File: config.mk
export PLATFORM = sky130hd
export DESIGN_NAME = turn_signal_monitor
export DESIGN_NICKNAME = d
export VERILOG_FILES = /design/src/rtl/turn_signal_pkg.sv /design/src/rtl/turn_signal_pat_decode.sv /design/src/rtl/turn_signal_monitor.sv
export SDC_FILE = /design/constraint.sdc
export NUM_CORES = 1
export LEC_CHECK = 0
export CORE_ASPECT_RATIO = 0.9
export CORE_MARGIN = 2
export CORE_UTILIZATION = 55
export DETAILED_ROUTE_END_ITERATION = 7
export DONT_BUFFER_PORTS = 1
export PLACE_DENSITY = 0.71
export SYNTH_ARGS = -nofsm -noshare
export SYNTH_HDL_FRONTEND = slang
export SYNTH_SLANG_ARGS = --single-unit
export TNS_END_PERCENT = 100
File: constraint.sdc
create_clock -name Clk -period 3.4 [get_ports Clk]
set_input_delay 0.34 -clock Clk [delete_from_list [all_inputs] [get_ports Clk]]
set_output_delay 0.34 -clock Clk [all_outputs]
set_load 0.03 [all_outputs]
File: src/rtl/turn_signal_pkg.sv
// Shared definitions for the turn-signal controller, its monitor and benches.
//   pat_e        : decoded tail-lamp pattern (legal steps plus ILLEGAL)
//   LAMP_*       : 6-bit lamp vectors, bit order {LC,LB,LA,RA,RB,RC}
//   MODE_*       : values of the monitor's mode output
//   ERR_*        : values of the monitor's err_code output
//   pat_mode / pat_phase / legal_step : decode and sequence helpers
package turn_signal_pkg;

  typedef enum logic [3:0] {
    PAT_IDLE    = 4'd0,
    PAT_L1      = 4'd1,
    PAT_L2      = 4'd2,
    PAT_L3      = 4'd3,
    PAT_R1      = 4'd4,
    PAT_R2      = 4'd5,
    PAT_R3      = 4'd6,
    PAT_HZ      = 4'd7,
    PAT_ILLEGAL = 4'd8
  } pat_e;

  localparam logic [5:0] LAMP_IDLE = 6'b000000;
  localparam logic [5:0] LAMP_L1   = 6'b001000;
  localparam logic [5:0] LAMP_L2   = 6'b011000;
  localparam logic [5:0] LAMP_L3   = 6'b111000;
  localparam logic [5:0] LAMP_R1   = 6'b000100;
  localparam logic [5:0] LAMP_R2   = 6'b000110;
  localparam logic [5:0] LAMP_R3   = 6'b000111;
  localparam logic [5:0] LAMP_HZ   = 6'b111111;

  localparam logic [2:0] MODE_IDLE    = 3'd0;
  localparam logic [2:0] MODE_LEFT    = 3'd1;
  localparam logic [2:0] MODE_RIGHT   = 3'd2;
  localparam logic [2:0] MODE_HAZARD  = 3'd3;
  localparam logic [2:0] MODE_UNKNOWN = 3'd7;

  localparam logic [2:0] ERR_NONE        = 3'd0;
  localparam logic [2:0] ERR_ILLEGAL_PAT = 3'd1;
  localparam logic [2:0] ERR_BAD_TRANS   = 3'd2;
  localparam logic [2:0] ERR_EARLY       = 3'd3;
  localparam logic [2:0] ERR_STUCK       = 3'd4;

  function automatic logic [2:0] pat_mode(input pat_e p);
    case (p)
      PAT_IDLE:                 return MODE_IDLE;
      PAT_L1, PAT_L2, PAT_L3:   return MODE_LEFT;
      PAT_R1, PAT_R2, PAT_R3:   return MODE_RIGHT;
      PAT_HZ:                   return MODE_HAZARD;
      default:                  return MODE_UNKNOWN;
    endcase
  endfunction

  function automatic logic [1:0] pat_phase(input pat_e p);
    case (p)
      PAT_L1, PAT_R1: return 2'd1;
      PAT_L2, PAT_R2: return 2'd2;
      PAT_L3, PAT_R3: return 2'd3;
      default:        return 2'd0;
    endcase
  endfunction

  // True when moving from 'from' to 'to' follows the flash sequence.
  // allow_abort additionally permits leaving a partial sequence for IDLE.
  function automatic logic legal_step(input pat_e from, input pat_e to,
                                      input logic allow_abort);
    if (from == to) return 1'b1;
    case (from)
      PAT_IDLE: return (to == PAT_L1) || (to == PAT_R1) || (to == PAT_HZ);
      PAT_L1:   return (to == PAT_L2) || (allow_abort && to == PAT_IDLE);
      PAT_L2:   return (to == PAT_L3) || (allow_abort && to == PAT_IDLE);
      PAT_R1:   return (to == PAT_R2) || (allow_abort && to == PAT_IDLE);
      PAT_R2:   return (to == PAT_R3) || (allow_abort && to == PAT_IDLE);
      PAT_L3, PAT_R3, PAT_HZ: return to == PAT_IDLE;
      default:  return 1'b0;
    endcase
  endfunction

endpackage

File: src/rtl/turn_signal_pat_decode.sv
// Combinational lamp-vector decoder.
//   lamps : {LC,LB,LA,RA,RB,RC}
//   pat   : matching pattern, PAT_ILLEGAL when no legal pattern matches
//   legal : 1 when lamps is one of the eight legal patterns
module turn_signal_pat_decode
  import turn_signal_pkg::*;
(
  input  logic [5:0] lamps,
  output pat_e       pat,
  output logic       legal
);

  always_comb begin
    // NOTE: defaults first so every path assigns every output; no latch.
    pat   = PAT_ILLEGAL;
    legal = 1'b1;
    case (lamps)
      LAMP_IDLE: pat = PAT_IDLE;
      LAMP_L1:   pat = PAT_L1;
      LAMP_L2:   pat = PAT_L2;
      LAMP_L3:   pat = PAT_L3;
      LAMP_R1:   pat = PAT_R1;
      LAMP_R2:   pat = PAT_R2;
      LAMP_R3:   pat = PAT_R3;
      LAMP_HZ:   pat = PAT_HZ;
      default:   legal = 1'b0;
    endcase
  end

endmodule

File: src/rtl/turn_signal_monitor.sv
// Passive checker for the six tail-lamp outputs of the turn-signal controller.
// Decodes the lamps into mode/phase, checks sequence steps and dwell times,
// flags violations and counts completed flash cycles. All outputs registered.
//   Clk, Rst (async, active-low), en (0 freezes state)
//   LA..LC, RA..RC : lamp inputs
//   mode, phase    : decoded pattern (mode 7 on an error cycle)
//   err, err_code, err_cnt : violation pulse, last code, saturating count
//   cyc_done, cyc_cnt      : completion pulse, saturating count
module turn_signal_monitor
  import turn_signal_pkg::*;
#(
  parameter int STEP_CYCLES = 1,
  parameter int CNT_W       = 8,
  parameter int ALLOW_ABORT = 0
) (
  input  logic             Clk,
  input  logic             Rst,
  input  logic             en,
  input  logic             LA,
  input  logic             LB,
  input  logic             LC,
  input  logic             RA,
  input  logic             RB,
  input  logic             RC,
  output logic [2:0]       mode,
  output logic [1:0]       phase,
  output logic             err,
  output logic [2:0]       err_code,
  output logic [CNT_W-1:0] err_cnt,
  output logic             cyc_done,
  output logic [CNT_W-1:0] cyc_cnt
);

  localparam int             DW        = $clog2(STEP_CYCLES + 1);
  localparam logic [DW-1:0]  DWELL_MAX = DW'(STEP_CYCLES);
  localparam logic [CNT_W-1:0] CNT_MAX = '1;

  pat_e          cur_pat;
  logic          cur_legal;
  logic [2:0]    last_pat;   // only legal patterns are stored, so 3 bits suffice
  logic [DW-1:0] dwell;
  pat_e          last;
  logic          same;
  logic [2:0]    chk_code;
  logic          completes;

  turn_signal_pat_decode u_decode (
    .lamps ({LC, LB, LA, RA, RB, RC}),
    .pat   (cur_pat),
    .legal (cur_legal)
  );

  assign last = pat_e'({1'b0, last_pat});
  assign same = cur_legal && (cur_pat == last);

  // A completed cycle is the final step of a full sequence back to IDLE;
  // aborts from L1/L2/R1/R2 never reach here from L3/R3/HZ.
  assign completes = (cur_pat == PAT_IDLE) &&
                     ((last == PAT_L3) || (last == PAT_R3) || (last == PAT_HZ));

  // Checks in priority order; exactly one code per sample.
  always_comb begin
    chk_code = ERR_NONE;
    if (!cur_legal)
      chk_code = ERR_ILLEGAL_PAT;
    else if (!same && !legal_step(last, cur_pat, ALLOW_ABORT != 0))
      chk_code = ERR_BAD_TRANS;
    else if (!same && last != PAT_IDLE && dwell < DWELL_MAX)
      chk_code = ERR_EARLY;
    else if (same && last != PAT_IDLE && dwell == DWELL_MAX)
      chk_code = ERR_STUCK;
  end

  // NOTE: non-blocking assignments for all state so every register samples
  // the pre-edge values, independent of statement order.
  always_ff @(posedge Clk or negedge Rst) begin
    if (!Rst) begin
      last_pat <= 3'(PAT_IDLE);
      dwell    <= '0;
      mode     <= MODE_IDLE;
      phase    <= 2'd0;
      err      <= 1'b0;
      err_code <= ERR_NONE;
      err_cnt  <= '0;
      cyc_done <= 1'b0;
      cyc_cnt  <= '0;
    end else if (!en) begin
      err      <= 1'b0;
      cyc_done <= 1'b0;
    end else if (chk_code != ERR_NONE) begin
      err      <= 1'b1;
      err_code <= chk_code;
      if (err_cnt != CNT_MAX) err_cnt <= err_cnt + 1'b1;
      // Resync on what is actually on the lamps so one fault reports once.
      last_pat <= cur_legal ? 3'(cur_pat) : 3'(PAT_IDLE);
      dwell    <= DW'(1);
      mode     <= MODE_UNKNOWN;
      phase    <= 2'd0;
      cyc_done <= 1'b0;
    end else begin
      err      <= 1'b0;
      last_pat <= 3'(cur_pat);
      if (!same)                  dwell <= DW'(1);
      else if (dwell != DWELL_MAX) dwell <= dwell + 1'b1;
      mode     <= pat_mode(cur_pat);
      phase    <= pat_phase(cur_pat);
      cyc_done <= completes;
      if (completes && cyc_cnt != CNT_MAX) cyc_cnt <= cyc_cnt + 1'b1;
    end
  end

endmodule
==> results.py <==
metrics = {
    "synthesis": {
        "synth_top_family_by_area": "simple AND/OR/NAND/NOR gates",
        "postSynthCellCount": 186,
        "synth_compound_area_share_pct": 16.5,
        "synthesis.yosys.warnings": 0,
        "syn-num-nets": 197,
        "ys.flop_type": "sky130_fd_sc_hd__dfrtp_1",
        "syn-cell-area_mm2": 0.00174,
        "synth-edff-count": 0,
        "xor_and_xnor_fraction_of_the_mapped_netlist_area_pct": 7.56,
        "yosysUniqueCellTypes": 45,
        "seq_area_frac_synth_pct": 43.2,
        "asyncSetResetFlopFracSynth_pct": 100,
        "synthesis.area_per_instance_um2": 9.34,
        "synthMuxAreaShare_pct": 2.09,
        "yosys.area_share.simple_pct": 25.3,
        "synth-seq-cells": 30,
        "adder_and_majority_gate_portion_of_the_synthesized_area_pct": 1.44,
    },
    "floorplanning": {
        "floorplan.initialDensity_pct": 57.1,
        "ios": 35,
        "die_area_mm2": 0.00362,
        "dieWidth_um": 63.2,
        "chipHeight_um": 57.3,
        "placementRows": 19,
        "placeableCoreArea_mm2": 0.00304,
    },
    "sta": {
        "rsz0062_at_grt": "false",
        "report.final.slew_viol_count": 0,
        "period_minus_slack_ns": 2.60,
        "timing.fmax_mhz": 385,
        "slew-limit-headroom_pct": 61.9,
        "timing_worst_slew_pin_value_ns": 0.564,
        "worst_hold_margin_ns": 0.103,
        "timing.clock.skew_ns": 0.0100,
        "fin_setup_tns_ns": 0,
        "post-route-period-util_pct": 76.4,
        "timing_hold_violations_final": 0,
        "timing.final.setup_violations": 0,
    },
    "clocking": {
        "tritoncts": "yes",
        "cts_made_buffers": 5,
        "ctsRootBufferMaster": "sky130_fd_sc_hd__clkbuf_4",
        "maximum_root_to_sink_buffer_count": 2,
        "cts_sinks": 30,
        "clk_pin_slew_ns": 0.09,
        "cts_htree_levels": 2,
        "insertion_delay_ns": 0.33,
    },
    "pwr": {
        "power.static_leakage_nw": 0.715,
        "peakVddDrop_mv": 0.412,
        "power_density_mw_per_mm2": 497,
    },
    "critical_path": {
        "worst_ep_arrival_time_ns": 2.81,
        "r2r_start": "last_pat[2]",
        "worst-path-max-fanout": 9,
        "critical_path.slowest_cell": "sky130_fd_sc_hd__dfrtp_1",
        "critical_path.startpoint_type": "flop",
        "timing.setup.critical_path_class": "reg2reg",
        "critical_path_data_required_time_ns": 3.62,
        "cp-endpoint": "err_cnt[1]",
        "crit_path_frequent_cell": "sky130_fd_sc_hd__nor3_1",
        "r2r_slack_ns": 0.80,
        "critical_path.reg2reg.endpoint": "err_cnt[1]",
        "rr_worst_depth": 7,
        "critical_path.cell_chain": "nand2_1, nor3_1, nor3_1, a221oi_4, mux2i_2, nand3_1, mux2_1",
        "timing.critical_path.from": "last_pat[2]",
        "critical_path.endpoint_type": "flop",
        "crit_path_max_incr_delay_ns": 0.51,
    },
    "drt": {
        "drt_iter0_drc": 115,
        "first_pass_iters": 4,
        "vias": 1403,
        "drt.antenna.violating_nets": 0,
        "route.detailed.wl_per_inst_um": 16.6,
        "via_per_inst": 6.21,
        "drt_drc_violations_left": 0,
        "finalWirelength_um": 3760,
    },
    "grt": {
        "first_global_vias": 1386,
        "grt_pass1_wl_um": 6580,
        "globalRouteOverflowTotal": 0,
        "grt_start_max_net_pins": 31,
        "antenna_found_initial": 0,
        "groute.usage.overall_pct": 23.5,
    },
    "final_layout": {
        "post_synthesis_to_final_layout_area_growth_pct": 5.19,
        "final_layout_size_suffix_gt1_share_pct": 7.61,
        "final.fill_count": 291,
        "layout.nets": 194,
        "final_core_util_pct": 60.0,
        "antennaDiodeCount": 0,
        "finish.instance_area_mm2": 0.00183,
        "post_layout_nonfiller_instances": 226,
    },
    "run": {
        "cap_viol_max_count": 0,
    },
    "hold_path": {
        "hold_path.class": "in2reg",
        "worst_hold_startpoint": "en",
    },
    "outcome": {
        "run_status": "complete, no violations",
    },
    "placed_design": {
        "dp_cells": 216,
        "gp_congestion": 0.903,
        "dp.final_hpwl_um": 2710,
        "port_buffers": 0,
        "placed_cell_area_mm2": 0.00174,
    },
}
## final cells by class
class                      count  area [um^2]  area share [%]
inverter                       4         15.0           0.822
timing repair buffer           2         30.0            1.64
multi-input combinational    140          918            50.3
clock inverter                 1         5.00           0.274
clock buffer                   7         55.1            3.01
tap                           42         52.6            2.88
sequential                    30          751            41.1
## cell usage in the layout, fill, tap and decap left out, drive strengths merged, types with 4 or more instances in the layout
cell and instances:
dfrtp 30, nand2 15, nor2 14, xnor2 14, nand3 10, nand4 9
nor3 8, clkbuf 7, or3 6, o21ai 6, and3 5, inv 4
a21oi 4
## logic make-up (layout without fill, tap and decap cells)
group / count (synthesis) / count (layout)
AO/OA/AOI/OAI: 37 / 37
XOR/XNOR: 15 / 15
AND/OR/NAND/NOR: 83 / 83
flip-flops: 30 / 30
adder cells (fa/ha/maj): 2 / 2
buffers and inverters: 16 / 14
multiplexers: 3 / 3
## how the worst min path moves through the flow
| stage | to | slack (ns) | depth (start not counted) |
|---|---|---|---|
| global route | mode[2] | 0.08 | 1 |
| CTS | mode[2] | 0.09 | 1 |
| detailed placement | cyc_cnt[4] | 0.04 | 0 |
| floorplan | cyc_cnt[0] | 0.04 | 0 |
| global placement | cyc_cnt[3] | 0.04 | 0 |
| finish | mode[2] | 0.10 | 1 |
## worst max-delay path: cells and delay by family, from the launching register on
family	cells	cell delay [ns]
DFF	1	0.51
muxes	2	0.85
and+or+nand+nor	4	0.74
AOI/OAI and AO/OA	1	0.38
## power breakdown
group	switching [mW]	internal [mW]	total [mW]
combinational	0.0691	0.0700	0.139
sequential	0.150	0.401	0.552
clock	0.117	0.100	0.217
total	0.337	0.571	0.908
## sequential cells by signal (all words and copies together) (netlist names)
name,flops
mode,3
err,1
err_code,3
phase,2
last_pat,3
cyc_cnt,8
err_cnt,8
cyc_done,1
dwell,1
## metal layers
layer  track usage (%)  routed length, um  vias to the layer above
met2              34.8               1730                       43
met3              7.50                271                        7
met1              32.8               1690                      679
li1                  -                  -                      674
met4              8.39                 64                        0
met5                 0                  0                        -
## cell usage after synthesis, types with 2 or more instances
cell | number | share of area (%)
sky130_fd_sc_hd__o31ai_1 | 2 | 0.86
sky130_fd_sc_hd__buf_2 | 6 | 1.7
sky130_fd_sc_hd__nand3_1 | 10 | 2.9
sky130_fd_sc_hd__nor3_1 | 8 | 2.3
sky130_fd_sc_hd__o22a_1 | 3 | 1.5
sky130_fd_sc_hd__nand2b_1 | 2 | 0.72
sky130_fd_sc_hd__dfrtp_1 | 30 | 43
sky130_fd_sc_hd__nor4_1 | 3 | 1.1
sky130_fd_sc_hd__or3_1 | 5 | 1.8
sky130_fd_sc_hd__nand4_1 | 9 | 3.2
sky130_fd_sc_hd__ha_1 | 2 | 1.4
sky130_fd_sc_hd__mux2_1 | 2 | 1.3
sky130_fd_sc_hd__nor2_1 | 14 | 3.0
sky130_fd_sc_hd__inv_1 | 4 | 0.86
sky130_fd_sc_hd__o21ai_1 | 5 | 1.4
sky130_fd_sc_hd__a21oi_1 | 4 | 1.2
sky130_fd_sc_hd__and2_1 | 2 | 0.72
sky130_fd_sc_hd__o32ai_1 | 2 | 1.0
sky130_fd_sc_hd__nand2_1 | 15 | 3.2
sky130_fd_sc_hd__o21a_1 | 3 | 1.3
sky130_fd_sc_hd__xnor2_1 | 14 | 7.1
sky130_fd_sc_hd__a21boi_0 | 2 | 0.86
sky130_fd_sc_hd__or2_1 | 2 | 0.72
sky130_fd_sc_hd__nor3b_1 | 2 | 0.86
sky130_fd_sc_hd__o2bb2ai_1 | 3 | 1.5
sky130_fd_sc_hd__clkbuf_1 | 6 | 1.3
sky130_fd_sc_hd__o211ai_1 | 2 | 0.86
sky130_fd_sc_hd__o311ai_0 | 2 | 1.0
sky130_fd_sc_hd__o22ai_1 | 2 | 0.72
sky130_fd_sc_hd__and3_1 | 5 | 1.8
## metrics by stage
stage                     setup slack (ns)  power [mW]
after floorplan                      0.704       0.659
after global placement               0.707       0.682
after detailed placement             0.523       0.687
after CTS                            0.809       0.917
after global routing                 0.549       0.965
final                                0.803       0.908
## what timing repair did
item	CTS	global route
gates resized for setup	0	0
hold buffers	2	0
buffers inserted	0	0
hold endpoints to repair	30	0
Power figures use the tool's default switching activity.
